## src/rtl/pll_random_walk_filter.sv

```systemverilog
// Random-walk loop-filter front end: integrates PD lead/lag into a signed walk, pulses inc/dec at +/-threshold.
// Latency: pulse is registered, high the cycle after the crossing sample; walk_o is the registered walk.
// Backpressure: none; every sample is consumed, or ignored while in hold-off or idle.
module pll_random_walk_filter #(
    parameter int CNT_WIDTH  = 6,
    parameter int HOLDOFF    = 0,
    parameter int HOLD_WIDTH = 4
) (
    input  logic                 clk_i,
    input  logic                 reset_i,
    input  logic                 enable_i,
    input  logic                 lead_i,
    input  logic                 lag_i,
    input  logic [CNT_WIDTH-1:0] threshold_i,
    output logic                 increment_o,
    output logic                 decrement_o,
    output logic [CNT_WIDTH:0]   walk_o,
    output logic                 holdoff_o
);

    typedef enum logic [1:0] {
        ST_IDLE = 2'd0,
        ST_RUN  = 2'd1,
        ST_HOLD = 2'd2
    } state_t;

    localparam logic [HOLD_WIDTH-1:0] HOLD_LOAD = HOLD_WIDTH'(HOLDOFF);
    localparam bit                    USE_HOLD  = (HOLDOFF > 0);

    state_t                       state_q;
    logic signed [CNT_WIDTH:0]    walk_q;
    logic signed [CNT_WIDTH:0]    walk_d;
    logic signed [CNT_WIDTH:0]    step;
    logic signed [CNT_WIDTH:0]    teff_pos;
    logic signed [CNT_WIDTH:0]    teff_neg;
    logic [CNT_WIDTH-1:0]         teff_q;
    logic [HOLD_WIDTH-1:0]        hold_q;
    logic                         increment_q;
    logic                         decrement_q;
    logic                         hit_pos;
    logic                         hit_neg;

    always_comb begin
        step = '0;
        if (lead_i && !lag_i) begin
            step = (CNT_WIDTH+1)'(1);
        end else if (lag_i && !lead_i) begin
            step = '1;
        end
    end

    // |walk_q| < T_eff always, so walk_q + step cannot leave the signed range.
    assign walk_d   = walk_q + step;
    assign teff_pos = $signed({1'b0, teff_q});
    assign teff_neg = -teff_pos;
    assign hit_pos  = (walk_d == teff_pos);
    assign hit_neg  = (walk_d == teff_neg);

    always_ff @(posedge clk_i or negedge reset_i) begin
        if (!reset_i) begin
            state_q     <= ST_IDLE;
            walk_q      <= '0;
            teff_q      <= CNT_WIDTH'(1);
            hold_q      <= '0;
            increment_q <= 1'b0;
            decrement_q <= 1'b0;
        end else begin
            increment_q <= 1'b0;
            decrement_q <= 1'b0;
            case (state_q)
                ST_IDLE: begin
                    walk_q <= '0;
                    hold_q <= '0;
                    if (enable_i) begin
                        state_q <= ST_RUN;
                        teff_q  <= (threshold_i == '0) ? CNT_WIDTH'(1) : threshold_i;
                    end
                end
                ST_RUN: begin
                    if (!enable_i) begin
                        state_q <= ST_IDLE;
                        walk_q  <= '0;
                    end else if (hit_pos || hit_neg) begin
                        walk_q      <= '0;
                        increment_q <= hit_pos;
                        decrement_q <= hit_neg;
                        if (USE_HOLD) begin
                            state_q <= ST_HOLD;
                            hold_q  <= HOLD_LOAD;
                        end
                    end else begin
                        walk_q <= walk_d;
                    end
                end
                ST_HOLD: begin
                    walk_q <= '0;
                    if (!enable_i) begin
                        state_q <= ST_IDLE;
                        hold_q  <= '0;
                    end else begin
                        // Counter loaded with HOLDOFF gives exactly HOLDOFF cycles in HOLD.
                        hold_q <= hold_q - 1'b1;
                        if (hold_q == HOLD_WIDTH'(1)) begin
                            state_q <= ST_RUN;
                        end
                    end
                end
                default: begin
                    state_q <= ST_IDLE;
                    walk_q  <= '0;
                    hold_q  <= '0;
                end
            endcase
        end
    end

    assign increment_o = increment_q;
    assign decrement_o = decrement_q;
    assign walk_o      = walk_q;
    assign holdoff_o   = (state_q == ST_HOLD);

endmodule

```

## config.mk

```make
export PLATFORM = sky130hd
export DESIGN_NAME = pll_random_walk_filter
export DESIGN_NICKNAME = d
export VERILOG_FILES = /design/src/rtl/pll_random_walk_filter.sv
export SDC_FILE = /design/constraint.sdc
export NUM_CORES = 1
export LEC_CHECK = 0
export CAP_MARGIN = 20
export CORE_MARGIN = 10
export CORE_UTILIZATION = 50
export DETAILED_ROUTE_END_ITERATION = 10
export PLACE_DENSITY = 0.85
export SLEW_MARGIN = 5
export SYNTH_ARGS = -nofsm -noshare
export SYNTH_HDL_FRONTEND = slang
export SYNTH_SLANG_ARGS = --single-unit
export TNS_END_PERCENT = 20
```

## constraint.sdc

```tcl
create_clock -name clk_i -period 6.7 [get_ports clk_i]
set_input_delay 1.675 -clock clk_i [delete_from_list [all_inputs] [get_ports clk_i]]
set_output_delay 1.675 -clock clk_i [all_outputs]
set_load 0.02 [all_outputs]
```

### Yosys cells after proc, flatten, opt, wreduce, memory -nomap -nowiden

Index checks and enable logic that the tools add are counted.

| operators by class | value |
|---|---|
| add/subtract/negate cells | 3 |
| eq/ne operators | 8 |
| muxes and demuxes | 19 |
| reductions and logical operators | 9 |

Operators with widths:

| cell | number |
|---|---|
| two-way mux 7 bit | 5 |
| equality test 7 bit | 2 |
| two-way mux 2 bit | 4 |
| one-hot mux 4 bit (2 select lines) | 1 |
| adder 7 bit | 1 |
| negation 6 -> 7 bit | 1 |
| logical NOT 6 bit | 1 |
| two-way mux 1 bit | 6 |
| two-way mux 6 bit | 1 |
| one-hot mux 2 bit (3 select lines) | 1 |
| equality test 4 x 1 -> 1 bit, second input constant | 1 |
| two-way mux 4 bit | 1 |
| != test 2 bit, second input constant | 2 |
| subtractor 4 x 1 -> 4 bit, second input constant | 1 |
| != test 3 x 2 -> 1 bit, second input constant | 1 |
| AND reduction 3 bit | 1 |
| equality test 2 x 1 -> 1 bit, second input constant | 1 |
| equality test 2 bit, second input constant | 1 |
| logical AND 1 bit | 2 |
| logical NOT 1 bit | 2 |
| logical NOT 2 bit | 1 |
| AND reduction 2 bit | 1 |
| logical OR 1 bit | 1 |

| word-level totals | value |
|---|---|
| register bits after elaboration | 21 |
| input port bits | 11 |
| output and inout bits | 10 |
| word-level logic and storage cells | 45 |

### Longest topological paths before layout

Gate-level depths: netlist of run 1.

| logic depth | value |
|---|---|
| depth after elaboration | 10 |
| gate-level depth with buffers | 12 |
| mapped depth without buffers | 12 |

### Worst setup path before layout of run 1

OpenSTA, ideal clock, no wires.

| timing | value |
|---|---|
| path type | input-to-reg |
| start point | input port lead_i |
| end point | register walk_q[4], in the netlist walk_o[4] |
| library setup time | 0.141 ns |
| arrival time | 4.096 ns |
| setup slack | 2.463 ns |
| stages on the path | 12 |
| path through | inv_1 > ha_1 > buf_2 > xor2_1 > ha_1 > nand4bb_1 > nand4_1 > and4_1 > a211oi_1 > mux2_2 > nor3_4 > nor4_1 |

| between the ends | value |
|---|---|
| cells in the longest elaborated chain, start to end | 10 |

RTL lines:

| item | line | text |
|---|---|---|
| from (decl) | 12 | `input logic lead_i,` |
| logical NOT 1 bit | 47 | `end else if (lag_i && !lead_i) begin` |
| logical AND 1 bit | 47 |  |
| two-way mux 7 bit | 47 |  |
| two-way mux 7 bit * | 45 | `if (lead_i && !lag_i) begin` |
| adder 7 bit * | 53 | `assign walk_d = walk_q + step;` |
| equality test 7 bit (on tied branches) | 56, 57 |  |
| logical OR 1 bit | 83 | `end else if (hit_pos \|\| hit_neg) begin` |
| two-way mux 7 bit * | 83 |  |
| two-way mux 7 bit * | 80 | `if (!enable_i) begin` |
| two-way mux 7 bit * | 70 | `case (state_q)` |
| to (signal assigned) | 92 | `walk_q <= walk_d;` |
| to (decl) | 31 | `logic signed [CNT_WIDTH:0] walk_q;` |

Every way passes the cells marked *; elsewhere a longest branch is shown, timed or not.
A chain may end at the register's enable or synchronous reset.

### Final worst setup path of run 1

| timing | value |
|---|---|
| start point | input port lead_i |
| end point | register walk_q[5], in the netlist walk_o[5] |

The elaborated chain is that of the path after synthesis.

==> results.py, run 1 <==
metrics = {
    "outcome": {
        "outcome": "finished, final reports clean",
    },
    "timing": {
        "fin_worst_hold_slack_ns": 0.5249,
        "finalSetupViolations": 0,
        "final.setup.tns_ns": 0,
        "timing_worst_slew_pin_value_ns": 0.7049,
        "slew-limit-headroom": 0.5286,
        "rsz0062_at_grt": "no",
        "finalWorstSetupSlack_ns": 2.025,
        "max_slew_violation_total_from_the_final_report": 0,
        "fin_crit_sh": 0.6977,
        "fmaxAchievable_mhz": 213.9,
        "timing_hold_violations_final": 0,
        "skew_ns": 0.009167,
        "fin_crit_period_ns": 4.675,
    },
    "logic_synthesis": {
        "yosys.area.top_type": "dfrtp_1",
        "mappedNetlistArea_sq_mm": 0.001292,
        "ys_ff_latch": 16,
        "ys_top_cells_by_area": "dfrtp_1, xnor2_1, ha_1, mux2_2, xnor3_1",
        "postSynthNetCount": 151,
        "prevailing_post_synth_register_cell": "dfrtp_1",
        "synthMostInstantiatedCell": "dfrtp_1",
        "seq_area_frac_synth": 0.3107,
        "synth_commonest_cells": "dfrtp_1, xnor2_1, nand2_1",
        "top_cell_type_s_share_of_synthesized_area": 0.2904,
        "synthDistinctLibCells": 47,
        "async_reset_ff_frac": 1.000,
        "post_synth.cell_area_avg_sq_um": 9.792,
        "post_synth_inst_count": 132,
        "synth_enable_flop_cells": 0,
        "yosys_warnings": 0,
    },
    "clock_tree": {
        "postCtsResizedCells": 0,
        "clk_transition_reported_paths_ns": 0.09,
        "clock_sink_count": 16,
        "cts_root_buffer": "clkbuf_4",
        "numCtsBuffers": 3,
        "holdBufCountCts": 0,
        "tritoncts": "done",
        "worstSkewPairLatency_ns": 0.30,
        "clock_tree.htree_level_count": 1,
        "cts_post_setup_buffers_inserted": 0,
        "cts_max_path_buffers": 2,
    },
    "die": {
        "die-area_sq_mm": 0.005018,
        "standard_cell_row_count": 18,
        "dieWidth_um": 70.84,
        "die-height_um": 70.84,
        "core_area_sq_mm": 0.002477,
        "initial_core_util": 0.5217,
        "io_pins": 21,
    },
    "worst_setup_path": {
        "crit_path_max_fanout": 7,
        "timing.critical_path.arrival_ns": 4.84,
        "crit_path_top_delay_cell": "or4b_4",
        "cp_slowest_stage_delay_ns": 0.48,
        "cpLargestDelayFamily": "simple AND/OR/NAND/NOR gates",
        "startpoint_type": "input pin",
        "cell_by_cell_trace_of_the_critical_path": "clkdlybuf4s50_1, inv_1, ha_1, inv_1, ha_1, or4b_4, a21boi_2, a2111oi_1, a311oi_2, xnor3_1, nor3_4, nor4_1",
        "path_class": "input pin to flop",
        "path_buf_inv": 3,
        "setup.worst_path.end_class": "flop",
        "cp_data_required_time_ns": 6.87,
    },
    "global_routing": {
        "global_route.usage.total": 0.1098,
        "first_global_vias": 1060,
        "first_pass_grt_wire_length_um": 4629,
        "grt.met3_usage": 0.01813,
        "initial_antenna_violation_count": 0,
        "grtUsageMet2": 0.1988,
        "grt.overflow.total": 0,
        "groute.layer.met1.usage": 0.1158,
        "top_usage_layer": "met2",
        "largest_net_degree_at_the_start_of_global_routing": 17,
    },
    "power_and_ir_drop": {
        "power-per-cell-area_mw_per_mm2": 361.8,
        "vdd_ir_drop_max_uv": 262.8,
        "static_leakage_nw": 0.6284,
        "total_power_mw": 0.5433,
    },
    "layout": {
        "drive_above_1_share": 0.1088,
        "area_growth_syn_to_layout_pct": 16.17,
        "num_antenna_cells": 0,
        "nFillCells": 222,
        "final-seq-area_sq_um": 401.6,
        "design.final.nets": 167,
        "area_of_the_multi_input_gates_sq_um": 819.5,
    },
    "placement": {
        "gpl.final_weighted_congestion": 0.7600,
        "dpl_worst_slack_ns": 1.710,
        "dp_hpwl_um": 2166,
        "port_buffers": 19,
    },
    "routing": {
        "avg_wl_per_cell_um": 15.16,
        "route.vias.total": 1034,
        "dr.first_iter.drc_count": 83,
        "routed_wirelength_um": 2683,
        "remaining_number_of_nets_flagged_by_the_antenna_check_after_routing": 0,
        "drt_drc_violations_left": 0,
        "drtPass1Iterations": 4,
        "viasPerCell": 5.842,
    },
    "hold_path": {
        "hold_path_class": "flop to flop",
    },
    "flow_run": {
        "cap_violations": 0,
    },
}
-- layout by cell type (no fill, tap or decap), drive strengths merged, types with 3 or more instances in the layout --
cell type      netlist  final
nor4                 5      5
nand2                9      9
xor2                 3      3
nor3                 5      5
clkbuf               3      4
nor2                 5      5
ha                   8      8
clkdlybuf4s50        0     19
xnor2               13     13
inv                  7      7
and3                 3      3
mux2                 4      4
nand3                3      3
nor4b                4      4
dfrtp               15     15
o21ai                8      8
-- sequential cells by signal (all words and copies together), names as in the netlist --
name,count
teff_q,6
state_q,1
walk_o,7
decrement_o,1
increment_o,1
-- per-layer routing --
metal / wire length, um / share of wire
met4: 69 / 0.026
met2: 1372 / 0.51
met1: 1137 / 0.42
met3: 104 / 0.039
met5: 0 / 0
-- area by class of cell --
type,count,share of cell area
multi-input combinational,101,0.5458
clock buffer,4,0.01750
timing repair buffer,19,0.1267
inverter,7,0.01750
tap,30,0.02500
sequential,16,0.2675
-- power by group --
group,switching (mW),internal (mW),total (mW)
combinational,0.155,0.162,0.318
clock,0.0305,0.0232,0.0537
sequential,0.0427,0.129,0.172
total,0.229,0.315,0.543
-- final timing paths --
check | depth (start not counted) | startpoint | to | slack (ns)
setup / recovery | 12 | lead_i | walk_o[5] | 2.03
setup reg to reg | 9 | walk_o[1] | walk_o[5] | 3.78
min in group asynchronous | 1 | reset_i | teff_q[5] | 1.79
max in group asynchronous | 1 | reset_i | increment_o | 4.45
hold reg to reg | 1 | state_q[0] | state_q[0] | 0.52
hold / removal | 1 | state_q[0] | state_q[0] | 0.52
-- cell families (layout without fill, tap and decap cells) --
group                    Yosys count  count (layout)  synth area share
adder cells (fa/ha/maj)            8               8           0.07745
XOR/XNOR                          18              18            0.1433
AND/OR/NAND/NOR                   47              47            0.2411
other                              1               1          0.002901
multiplexers                       6               6           0.05034
AO/OA/AOI/OAI                     21              21            0.1191
flip-flops                        16              16            0.3107
buffers and inverters             15              30           0.05518
-- per-stage QoR --
stage          std cells  area (sq um)  utilization
5_1_grt              177          1501       0.6061
4_1_cts              177          1501       0.6061
6_report             177          1501       0.6061
2_1_floorplan        132          1292            -
3_5_place_dp         173          1475       0.5955
3_3_place_gp         173          1475       0.5955
Note: power is estimated with default switching activity, not from simulation.
==> run 2: changes to the inputs <==
--- a/config.mk
+++ b/config.mk
@@ -7,9 +7,9 @@
 export LEC_CHECK = 0
 export CAP_MARGIN = 20
 export CORE_MARGIN = 10
-export CORE_UTILIZATION = 50
+export CORE_UTILIZATION = 48
 export DETAILED_ROUTE_END_ITERATION = 10
-export PLACE_DENSITY = 0.85
+export PLACE_DENSITY = 0.86
 export SLEW_MARGIN = 5
 export SYNTH_ARGS = -nofsm -noshare
 export SYNTH_HDL_FRONTEND = slang
==> constraint.sdc (replaced) <==
create_clock -name clk_i -period 3.9 [get_ports clk_i]
set_input_delay 0.975 -clock clk_i [delete_from_list [all_inputs] [get_ports clk_i]]
set_output_delay 0.975 -clock clk_i [all_outputs]
set_load 0.02 [all_outputs]
==> run 2 against run 1 <==
- global-route usage is 0.99 points higher
- combinational power up 97%
- first-iteration DRC count grew 57%
- critical endpoint unchanged
==> results.py, run 2 (synthesis results as in run 1) <==
metrics = {
    "worst_setup_path": {
        "cp_data_required_time_ns": 4.07,
        "worst_path_most_repeated_cell": "ha_1",
        "timing.critical_path.arrival_ns": 3.97,
        "cp_slowest_stage_delay_ns": 0.45,
        "cell_by_cell_trace_of_the_critical_path": "clkdlybuf4s50_1, inv_1, ha_1, inv_1, ha_1, buf_4, ha_1, nand4b_1, nand4_1, xnor2_2, buf_4, nand3_1, mux2_4, nor3_4, nor4_1",
        "cpLargestDelayFamily": "buffers and inverters",
        "setup.worst_path.end_class": "flop",
        "crit_path_max_fanout": 7,
        "path_class": "input pin to flop",
        "startpoint_type": "input pin",
        "crit_path_top_delay_cell": "clkdlybuf4s50_1",
        "path_buf_inv": 5,
    },
    "timing": {
        "max_slew_violation_total_from_the_final_report": 0,
        "timing_worst_slew_pin_value_ns": 0.7144,
        "timing_hold_violations_final": 0,
        "finalSetupViolations": 0,
        "fmaxAchievable_mhz": 262.8,
        "fin_crit_sh": 0.9757,
        "fin_worst_hold_slack_ns": 0.5198,
        "fin_crit_period_ns": 3.805,
        "finalWorstSetupSlack_ns": 0.09462,
        "slew-limit-headroom": 0.5223,
        "rsz0062_at_grt": "yes",
        "skew_ns": 0.005280,
    },
    "clock_tree": {
        "worstSkewPairLatency_ns": 0.29,
        "tritoncts": "done",
        "clock_sink_count": 16,
        "clock_tree.htree_level_count": 1,
        "cts_root_buffer": "clkbuf_4",
        "clk_transition_reported_paths_ns": 0.09,
        "numCtsBuffers": 3,
        "cts_max_path_buffers": 2,
    },
    "routing": {
        "dr.first_iter.drc_count": 130,
        "routed_wirelength_um": 2986,
        "route.vias.total": 1105,
        "drt_drc_violations_left": 0,
        "remaining_number_of_nets_flagged_by_the_antenna_check_after_routing": 0,
        "drtPass1Iterations": 4,
        "avg_wl_per_cell_um": 15.80,
        "viasPerCell": 5.847,
    },
    "power_and_ir_drop": {
        "vdd_ir_drop_max_uv": 439.7,
        "power-per-cell-area_mw_per_mm2": 617.0,
        "total_power_mw": 1.013,
        "static_leakage_nw": 0.7073,
    },
    "die": {
        "standard_cell_row_count": 18,
        "die-area_sq_mm": 0.005168,
        "die-height_um": 71.89,
        "core_area_sq_mm": 0.002522,
        "io_pins": 21,
        "dieWidth_um": 71.89,
        "initial_core_util": 0.5124,
    },
    "placement": {
        "dp_hpwl_um": 2348,
        "port_buffers": 19,
        "dpl_worst_slack_ns": -0.3106,
        "gpl.final_weighted_congestion": 0.8397,
    },
    "layout": {
        "design.final.nets": 179,
        "final_util": 0.6508,
        "drive_above_1_share": 0.2075,
        "num_antenna_cells": 0,
        "most_frequent_cells_in_the_layout": "clkdlybuf4s50_1, dfrtp_1, xnor2_1, buf_4, nand2_1",
        "largest_reg_flops": 7,
        "area_growth_syn_to_layout_pct": 27.01,
        "mostFrequentLayoutCell": "clkdlybuf4s50_1",
        "nFillCells": 209,
    },
    "global_routing": {
        "grt.overflow.total": 0,
        "initial_antenna_violation_count": 0,
        "largest_net_degree_at_the_start_of_global_routing": 17,
        "first_pass_grt_wire_length_um": 5133,
        "global_route.usage.total": 0.1197,
        "first_global_vias": 1194,
    },
    "outcome": {
        "outcome": "finished, final reports clean",
    },
    "hold_path": {
        "hold_path_class": "flop to flop",
    },
    "flow_run": {
        "cap_violations": 0,
    },
}
-- run 2: timing repair --
| action | 4_1_cts | 5_1_grt |
|---|---|---|
| hold buffers | 0 | 0 |
| pin swaps | 0 | 6 |
| gates resized for setup | 1 | 8 |
| buffers inserted | 0 | 0 |
| setup endpoints to repair | 2 | 8 |
-- run 2: worst paths after layout --
check | slack, ns | cells after the start | endpoint | startpoint
hold reg to reg | 0.52 | 1 | state_q[0] | state_q[0]
min in group asynchronous | 1.10 | 1 | teff_q[4] | reset_i
max in group asynchronous | 2.34 | 1 | walk_o[1] | reset_i
setup reg to reg | 1.18 | 11 | walk_o[5] | walk_o[0]
setup / recovery | 0.09 | 15 | walk_o[5] | lead_i
hold / removal | 0.52 | 1 | state_q[0] | state_q[0]
-- run 2: layout make-up --
type,instances,area (sq um),share of cell area
well taps,30,37.54,0.02287
repair buffers,31,280.3,0.1707
multi-input cells,101,869.6,0.5297
clock buffers,4,26.28,0.01601
inverters,7,26.28,0.01601
flip-flops and latches,16,401.6,0.2447
-- run 2: where the power goes --
group / switching [mW] / leakage, nW / internal (mW) / total, mW
clock: 0.0512 / 0.0150 / 0.0398 / 0.0911
combinational: 0.297 / 0.487 / 0.330 / 0.628
sequential: 0.0728 / 0.205 / 0.221 / 0.294
total: 0.421 / 0.707 / 0.591 / 1.01
-- run 2: routing by layer --
| layer | wire length, um | global-route usage | part of all wire | vias to the layer above |
|---|---|---|---|---|
| li1 | - | - | - | 534 |
| met1 | 1249 | 0.1232 | 0.42 | 537 |
| met3 | 137 | 0.02857 | 0.046 | 7 |
| met5 | 0 | 0 | 0 | - |
| met2 | 1529 | 0.2137 | 0.51 | 27 |
| met4 | 70 | 0.07312 | 0.023 | 0 |
-- run 2: metrics by stage --
stage | std cells | setup TNS [ns] | area, sq um
after CTS | 189 | 0 | 1597
after global placement | 185 | -1.551 | 1565
after floorplan | 132 | 0 | 1292
final | 189 | 0 | 1642
after global routing | 189 | -0.3277 | 1642
after detailed placement | 185 | -2.409 | 1565
==> run 3: changes to the inputs <==
--- a/config.mk
+++ b/config.mk
@@ -9,7 +9,7 @@
 export CORE_MARGIN = 10
 export CORE_UTILIZATION = 48
 export DETAILED_ROUTE_END_ITERATION = 10
-export PLACE_DENSITY = 0.86
+export PLACE_DENSITY_LB_ADDON = 0.15
 export SLEW_MARGIN = 5
 export SYNTH_ARGS = -nofsm -noshare
 export SYNTH_HDL_FRONTEND = slang
==> run 3 against run 2 <==
- setup slack gained 0.054 ns
- clock power grew 6.3%
- final cell count shrank 0.53%
- sequential power is essentially flat
- highest routed layer unchanged
- largest power group unchanged
- register-to-register slack lost 0.04 ns
- total power shrank 3.0%
- largest cell class unchanged
- sequential cell count is the same
==> results.py, run 3 (synthesis results as in run 1) <==
metrics = {
    "layout": {
        "drive_above_1_share": 0.1835,
        "final-seq-area_sq_um": 401.6,
        "area_of_the_multi_input_gates_sq_um": 835.8,
        "most_frequent_cells_in_the_layout": "clkdlybuf4s50_1, dfrtp_1, xnor2_1",
        "final_util": 0.6344,
        "design.final.nets": 178,
        "largest_reg_flops": 7,
        "nFillCells": 210,
        "num_antenna_cells": 0,
        "area_growth_syn_to_layout_pct": 23.81,
        "mostFrequentLayoutCell": "clkdlybuf4s50_1",
    },
    "routing": {
        "drtPass1Iterations": 4,
        "met2_length_um": 1399,
        "viasPerCell": 5.755,
        "dr.first_iter.drc_count": 87,
        "topRoutingLayerUsed": "met4",
        "route.vias.total": 1082,
        "remaining_number_of_nets_flagged_by_the_antenna_check_after_routing": 0,
        "wl_met1_um": 1275,
        "drt_drc_violations_left": 0,
        "routed_wirelength_um": 2839,
        "avg_wl_per_cell_um": 15.10,
        "wl_met3_um": 109,
    },
    "worst_setup_path": {
        "timing.critical_path.arrival_ns": 3.92,
        "path_class": "input pin to flop",
        "setup.worst_path.end_class": "flop",
        "crit_path_max_fanout": 7,
        "cpLargestDelayFamily": "compound AO/OA/AOI/OAI gates",
        "path_buf_inv": 4,
        "ff2ff_path_depth": 7,
        "r2r-end": "walk_o[0]",
        "crit_path_top_delay_cell": "clkdlybuf4s50_1",
        "cell_by_cell_trace_of_the_critical_path": "clkdlybuf4s50_1, inv_1, ha_1, inv_1, ha_1, buf_4, a31o_2, a221o_1, a311oi_2, xnor3_1, nor3_4, nor4b_1",
        "cp_slowest_stage_delay_ns": 0.46,
        "crit-reg2reg-launch": "walk_o[3]",
        "ff2ff_setup_slack_ns": 1.14,
        "cp_data_required_time_ns": 4.07,
        "startpoint_type": "input pin",
    },
    "timing": {
        "timing_hold_violations_final": 0,
        "fmaxAchievable_mhz": 266.6,
        "max_slew_violation_total_from_the_final_report": 0,
        "skew_ns": 0.01174,
        "rsz0062_at_grt": "yes",
        "fin_crit_period_ns": 3.751,
        "final.setup.tns_ns": 0,
        "slew-limit-headroom": 0.5197,
        "timing_worst_slew_pin_value_ns": 0.7182,
        "fin_worst_hold_slack_ns": 0.5467,
        "fin_crit_sh": 0.9619,
        "finalSetupViolations": 0,
    },
    "power_and_ir_drop": {
        "vdd_ir_drop_max_uv": 463.3,
        "power-per-cell-area_mw_per_mm2": 614.1,
        "cell_int_power_mw": 0.5755,
        "power.clock.fraction": 0.099,
        "static_leakage_nw": 0.6940,
        "netSwitchingFraction": 0.4144,
        "switchingPower_mw": 0.4072,
        "power.share.sequential": 0.300,
        "logic_gate_share_of_total_power": 0.601,
    },
    "global_routing": {
        "grt.overflow.total": 0,
        "first_pass_grt_wire_length_um": 4705,
        "global_route.usage.total": 0.1085,
        "initial_antenna_violation_count": 0,
        "largest_net_degree_at_the_start_of_global_routing": 17,
        "first_global_vias": 1062,
    },
    "clock_tree": {
        "numCtsBuffers": 3,
        "worstSkewPairLatency_ns": 0.30,
        "cts_max_path_buffers": 2,
        "clk_transition_reported_paths_ns": 0.09,
        "clock_tree.htree_level_count": 1,
        "tritoncts": "done",
        "cts_root_buffer": "clkbuf_4",
        "clock_sink_count": 16,
        "cts_post_setup_buffers_inserted": 0,
    },
    "die": {
        "initial_core_util": 0.5124,
        "dieWidth_um": 71.89,
        "die-height_um": 71.89,
        "die-area_sq_mm": 0.005168,
        "core_area_sq_mm": 0.002522,
        "io_pins": 21,
        "standard_cell_row_count": 18,
    },
    "placement": {
        "dp_hpwl_um": 2270,
        "gpl.final_weighted_congestion": 0.8036,
        "port_buffers": 19,
    },
    "outcome": {
        "outcome": "finished, final reports clean",
    },
    "hold_path": {
        "hold_critical_path_endpoint": "state_q[0]",
        "timing.hold.worst.start": "state_q[0]",
        "hold_path_class": "flop to flop",
        "min_path_cells": 1,
    },
    "flow_run": {
        "cap_violations": 0,
    },
}
==> run 3: how the worst max path moves through the flow <==
| stage | slack [ns] | start | to | cells past startpoint |
|---|---|---|---|---|
| after floorplan | 0.36 | lead_i | walk_o[4] | 12 |
| after detailed placement | -0.29 | lead_i | walk_o[5] | 14 |
| after global routing | -0.02 | lead_i | increment_o | 15 |
| after global placement | -0.24 | lead_i | walk_o[5] | 14 |
| after CTS | 0.02 | lead_i | walk_o[0] | 14 |
| final | 0.15 | lead_i | walk_o[0] | 12 |
==> run 3: timing repair <==
item	4_1_cts	5_1_grt
setup endpoints to repair	0	9
resized for setup	0	3
hold buffers	0	0
==> run 3: cell type report <==
cell class / count / area share
multi-input cells: 101 / 0.5223
inverters: 7 / 0.01642
repair buffers: 30 / 0.1704
well taps: 30 / 0.02346
flip-flops and latches: 16 / 0.2510
clock buffers: 4 / 0.01642
==> run 3: metrics by stage <==
stage | power, mW | std cells | area [sq um] | setup slack, ns
3_3_place_gp | 0.8637 | 184 | 1558 | -0.2377
3_5_place_dp | 0.8813 | 184 | 1558 | -0.2872
6_report | 0.9827 | 188 | 1600 | 0.1485
4_1_cts | 0.9769 | 188 | 1584 | 0.01945
5_1_grt | 1.058 | 188 | 1600 | -0.01857
2_1_floorplan | 0.7274 | 132 | 1292 | 0.3625
==> run 3: power by group through the flow <==
stage / combinational, mW / clock (mW) / sequential, mW
3_5_place_dp: 0.583 / 0 / 0.298
5_1_grt: 0.649 / 0.104 / 0.306
6_report: 0.591 / 0.0968 / 0.295
4_1_cts: 0.586 / 0.0963 / 0.294
2_1_floorplan: 0.446 / 0 / 0.281
3_3_place_gp: 0.568 / 0 / 0.296
==> run 3: routing by layer <==
layer	GRT usage	vias to the layer above
met4	0.04946	0
met3	0.02857	6
met5	0	-
li1	-	536
met1	0.1201	521
met2	0.1892	19
==> patch 1, RTL diff (config.mk and constraints of run 2) <==
The parameter `CNT_WIDTH` goes from 6 to 12.
--- a/src/rtl/pll_random_walk_filter.sv
+++ b/src/rtl/pll_random_walk_filter.sv
@@ -2,7 +2,7 @@
 // Latency: pulse is registered, high the cycle after the crossing sample; walk_o is the registered walk.
 // Backpressure: none; every sample is consumed, or ignored while in hold-off or idle.
 module pll_random_walk_filter #(
-    parameter int CNT_WIDTH  = 6,
+    parameter int CNT_WIDTH  = 12,
     parameter int HOLDOFF    = 0,
     parameter int HOLD_WIDTH = 4
 ) (
Ports: changed (resized threshold_i and walk_o); port bits go from 21 to 33. No check against the original RTL was run, so the function may have changed too.
==> patch 1 against run 2 <==
- worst hold slack lost 0.0035 ns
- power grew 84%
- worst setup slack gained 0.018 ns
- cell area grew 110%
- routed wire length grew 110%
- area after synthesis grew 110%
- sequential cell count grew 12
- fmax grew 0.48%
- critical endpoint is now decrement_o
- largest power group unchanged
==> patch 1: results (changes against run 2) <==
[outcome]
outcome = finished, final reports clean

[clock_network]
ctsLongestPathBuffers = 2  ; unchanged
cts_root_buffer = clkbuf_8
numCtsBuffers = 3  ; unchanged
h-tree-depth = 1  ; unchanged
clk_latency_ns = 0.27  ; -0.02 ns
clk_pin_slew_ns = 0.09  ; about the same

[yosys]
muxShareOfSynthArea_pct = 4.95  ; -0.085 points
ys.flop_type = dfrtp_1
seq_area_frac_synth_pct = 26.2  ; -4.9 points
synth_xor_xnor_area_share_pct = 16.9  ; +2.5 points
netlist_top_cells_area = dfrtp_1 (25%), xnor2_1 (7.5%), mux2_2 (4.2%), ha_1 (3.7%), xnor3_1 (3.4%)
synth_compound_area_share_pct = 18.9  ; +7.0 points
synth_common_cells = dfrtp_1 (27), xnor2_1 (23), nand3_1 (17), nor2_1 (17), nand2_1 (12)
synthAdderAreaFrac_pct = 3.73  ; -4.0 points
yosysUniqueCellTypes = 73  ; +55%
synth_fp_nets = 306  ; +100%
synthCells = 281  ; +110%
async_flop_share_pct = 100  ; unchanged

[detailed_routing]
drt_first_pass_iters = 4  ; unchanged
routed_via_density = 5.58  ; -4.6%
drc_errors = 0  ; unchanged
dr.first_iter.drc_count = 84  ; -35%
vias = 2276  ; +110%
wl_um = 6320  ; +110%

[min_path]
worst_hold_path_type = register to register

[timing]
whs_ns = 0.516  ; -0.00352 ns
finalCriticalPeriod_ns = 3.79  ; -0.0182 ns
slew_headroom_pct = 65.2  ; +13 points
tns_ns = 0  ; unchanged
setup_viol = 0  ; unchanged
skew_ns = 0.00196  ; -0.00332 ns

[critical_path]
crit_fanout = 8  ; +1
crit_path_top_delay_cell = nor4_1
cp_top_family = buffers and inverters
r2r_slack_ns = 0.87  ; -0.31 ns
critPathMaxStageDelay_ns = 0.34  ; -0.11 ns
cp.arrival_ns = 4.01  ; +0.04 ns

[power]
vdd_drop_max_v = 0.000358  ; -19%
cellLeakagePower_nw = 1.39  ; +96%

[global_route]
antenna_found_initial = 0  ; unchanged
grt_pass1_wl_um = 10900  ; +110%
track_usage_pct = 14.6  ; +2.7 points
grt_util_met1_pct = 17.4  ; +5.1 points
grt_max_degree = 29  ; +12
grt_use_met2_pct = 26.3  ; +4.9 points
met3_usage_pct = 2.62  ; -0.24 points

[placement]
placedInstanceArea_um2 = 3310  ; +110%
io_buffer_count = 31  ; +12
place.gp.congestion = 0.874  ; +4.1%
hpwl_um = 5030  ; +110%
dpl.cell_count = 401  ; +120%
place_ws_ns = -0.399  ; -0.0885 ns

[layout]
antenna_cells = 0  ; unchanged
largest_register_ffs = 13  ; +6
nNetsFinal = 362  ; +100%
drive_gt1_share_pct = 31.5  ; +11 points

## patch 1: worst register-to-register path, stage by stage (launching register included)
cell and delay, ns:
dfrtp_1 0.54, xor2_2 0.22, ha_4 0.17, nor3b_4 0.21
o21ai_4 0.11, buf_4 0.15, a2111oi_4 0.40, a311oi_4 0.10
and2_1 0.19, o21ai_2 0.15, o311ai_4 0.12, a221oi_4 0.30
buf_6 0.18, and2_1 0.12
## patch 1: where the power goes
| part | internal, W | switching (W) | leakage, nW |
|---|---|---|---|
| sequential | 0.000387 | 0.000181 | 0.357 |
| combinational | 0.000612 | 0.000502 | 1.00 |
| clock | 0.0000905 | 0.0000899 | 0.0288 |
## patch 1: cell families (layout without fill, tap and decap cells)
logic type	Yosys count	after routing
muxes	12	12
DFF	28	28
other	1	1
and+or+nand+nor	102	102
AOI/OAI and AO/OA	60	60
adders and majority gates	8	8
xor gates and xnor gates	41	41
buffers and inverters	29	84
## patch 1: final cells by class
cell class              count  area, um2
clock buffers               4       55.1
fillers                   439       2020
inverters                   9       33.8
multi-input cells         224       1960
flip-flops and latches     28        702
well taps                  72       90.1
repair buffers             71        616
## patch 1: metal layers
layer  up-vias  share of wire [%]  wire length (um)
li1       1132                  -                 -
met1      1088                 43              2690
met2        45                 52              3310
met3        11                3.8               243
met4         0                1.3                80
met5         -                  0                 0
## patch 1: path summary, 6_finish.rpt
path                            start          end  cells after the start
hold / removal             state_q[0]   state_q[0]                      1
hold reg to reg            state_q[0]   state_q[0]                      1
min in group asynchronous     reset_i   state_q[0]                      2
max in group asynchronous     reset_i    teff_q[0]                      2
setup reg to reg            walk_o[1]  decrement_o                     13
setup / recovery                lag_i  decrement_o                     16
## patch 1: timing repair
action | 4_1_cts | 5_1_grt
setup buffers | 4 | 0
resized for setup | 14 | 0
setup endpoints to repair | 14 | 0
==> patch 2, RTL diff (config.mk and constraints of run 2) <==
Made on the original files. The 3 states of `state_t` get a one-hot encoding in 3 bits.
--- a/src/rtl/pll_random_walk_filter.sv
+++ b/src/rtl/pll_random_walk_filter.sv
@@ -18,10 +18,10 @@
     output logic                 holdoff_o
 );
 
-    typedef enum logic [1:0] {
-        ST_IDLE = 2'd0,
-        ST_RUN  = 2'd1,
-        ST_HOLD = 2'd2
+    typedef enum logic [2:0] {
+        ST_IDLE = 3'b001,
+        ST_RUN  = 3'b010,
+        ST_HOLD = 3'b100
     } state_t;
 
     localparam logic [HOLD_WIDTH-1:0] HOLD_LOAD = HOLD_WIDTH'(HOLDOFF);
Check against the original RTL: no difference found for any inputs over 10 cycles, from zero or initial values and one cycle with reset_i low; not proved beyond that.
==> patch 2 against run 2 <==
- first-iteration DRC count decreased by 59%
- sequential cell count increased by 1
- worst setup slack better by 0.095 ns
- worst hold slack improved by 0.033 ns
- cell area rose by 0.76%
- routed wire length is 0.30% higher
- global-route usage is 0.50 points lower
- area after synthesis up 7.7%
- largest cell class unchanged
Power is not compared: it rests on default switching activity, and its combinational part moved more than twofold at a synthesized area within 25%.
==> patch 2: results (changes against run 2) <==
[critical_path]
crit_fanout = 8  ; +1
crit_path_top_delay_cell = clkdlybuf4s50_1
cp_top_family = simple AND/OR/NAND/NOR gates
cp.arrival_ns = 3.95  ; -0.02 ns
critPathMaxStageDelay_ns = 0.45  ; about the same

[power]
vdd_drop_max_v = 0.000333
cellLeakagePower_nw = 0.714

[detailed_routing]
wl_met3_um = 191  ; +39%
m1WireLength_um = 1190  ; -4.8%
vias = 1095  ; -0.90%
wl_per_cell_um = 15.8  ; -0.23%
top_layer = met4
dr_wl_met2_um = 1570  ; +2.7%
dr.first_iter.drc_count = 53  ; -59%
drt_first_pass_iters = 4  ; unchanged

[yosys]
synth_fp_nets = 156  ; +3.3%
muxShareOfSynthArea_pct = 4.76  ; -0.27 points
synthAdderAreaFrac_pct = 6.29  ; -1.5 points
seq_area_frac_synth_pct = 30.7  ; -0.35 points
synth_compound_area_share_pct = 12.4  ; +0.49 points
synth_common_cells = dfrtp_1 (15), inv_1 (11), xnor2_1 (10), ha_1 (7)
netlist_top_cells_area = dfrtp_1 (27%), xnor3_1 (6.5%), ha_1 (6.3%), xnor2_1 (6.3%), mux2_2 (4.0%)
synth_xor_xnor_area_share_pct = 18.5  ; +4.2 points

[timing]
slew_headroom_pct = 51.8  ; -0.39 points
skew_ns = 0.00753  ; +0.00225 ns
hold_viol_final = 0  ; unchanged

[placement]
io_buffer_count = 19  ; unchanged
hpwl_um = 2510  ; +6.7%
place.gp.congestion = 0.833  ; -0.80%

[global_route]
met3_usage_pct = 2.96  ; +0.10 points
grt_pass1_wl_um = 5090  ; -0.80%
grt_use_met2_pct = 20.6  ; -0.73 points
antenna_found_initial = 0  ; unchanged
grt_max_degree = 18  ; +1
grt_util_met1_pct = 12.5  ; +0.16 points
track_usage_pct = 11.5  ; -0.50 points

[layout]
fillCellCount = 243  ; +16%
antenna_cells = 0  ; unchanged
drive_gt1_share_pct = 15.7  ; -5.0 points
nNetsFinal = 178  ; -0.56%

[clock_network]
clk_latency_ns = 0.30
clk_pin_slew_ns = 0.10
ctsLongestPathBuffers = 2  ; unchanged

[outcome]
outcome = finished, final reports clean

[min_path]
worst_hold_path_type = register to register

-- patch 2: worst reg2reg max path, delay by kind of cell (launching register included) --
kind	cells	cell delay [ns]
simple gates	4	0.93
compound gates	1	0.28
buf+inv	1	0.20
xor+xnor	2	0.55
fa+ha+maj	1	0.23
flops	1	0.56
-- patch 2: path summary, 6_finish.rpt --
kind,cells after the start,startpoint,slack (ns),to
max in group asynchronous,1,reset_i,2.35,teff_q[2]
worst max-delay path,13,lead_i,0.19,decrement_o
worst min-delay path,2,teff_q[0],0.55,teff_q[0]
worst min register to register,2,teff_q[0],0.55,teff_q[0]
worst max register to register,9,walk_o[1],1.08,decrement_o
min in group asynchronous,1,reset_i,1.10,teff_q[1]
-- patch 2: final cells by class --
type,count,area share (%)
inverter,11,2.50
tap,31,2.34
timing repair buffer,26,14.7
clock buffer,3,1.36
clock inverter,1,0.454
sequential,17,25.9
multi-input combinational,101,52.8
-- patch 2: report_power, final --
part | switching (W) | total [W] | internal, W
Combinational | 0.000129 | 0.000283 | 0.000154
Clock | 0.0000572 | 0.0000963 | 0.0000391
Sequential | 0.0000467 | 0.000262 | 0.000215
Total | 0.000232 | 0.000641 | 0.000409
-- patch 2: through the flow --
step           area, um2  worst slack [ns]  hold WS, ns  setup TNS (ns)  std cells
3_3_place_gp        1620           -0.0739        0.531          -0.540        186
6_report            1650             0.190        0.552               0        190
5_1_grt             1650            0.0336        0.595               0        190
3_5_place_dp        1620            -0.152        0.535           -1.14        186
4_1_cts             1650             0.171        0.549               0        190
2_1_floorplan       1390             0.323        0.502               0        138
-- patch 2: repair_timing --
action,in CTS,in global routing
endpoints found under the hold margin,0,0
gates resized for setup,0,2
endpoints found under the setup margin,0,8
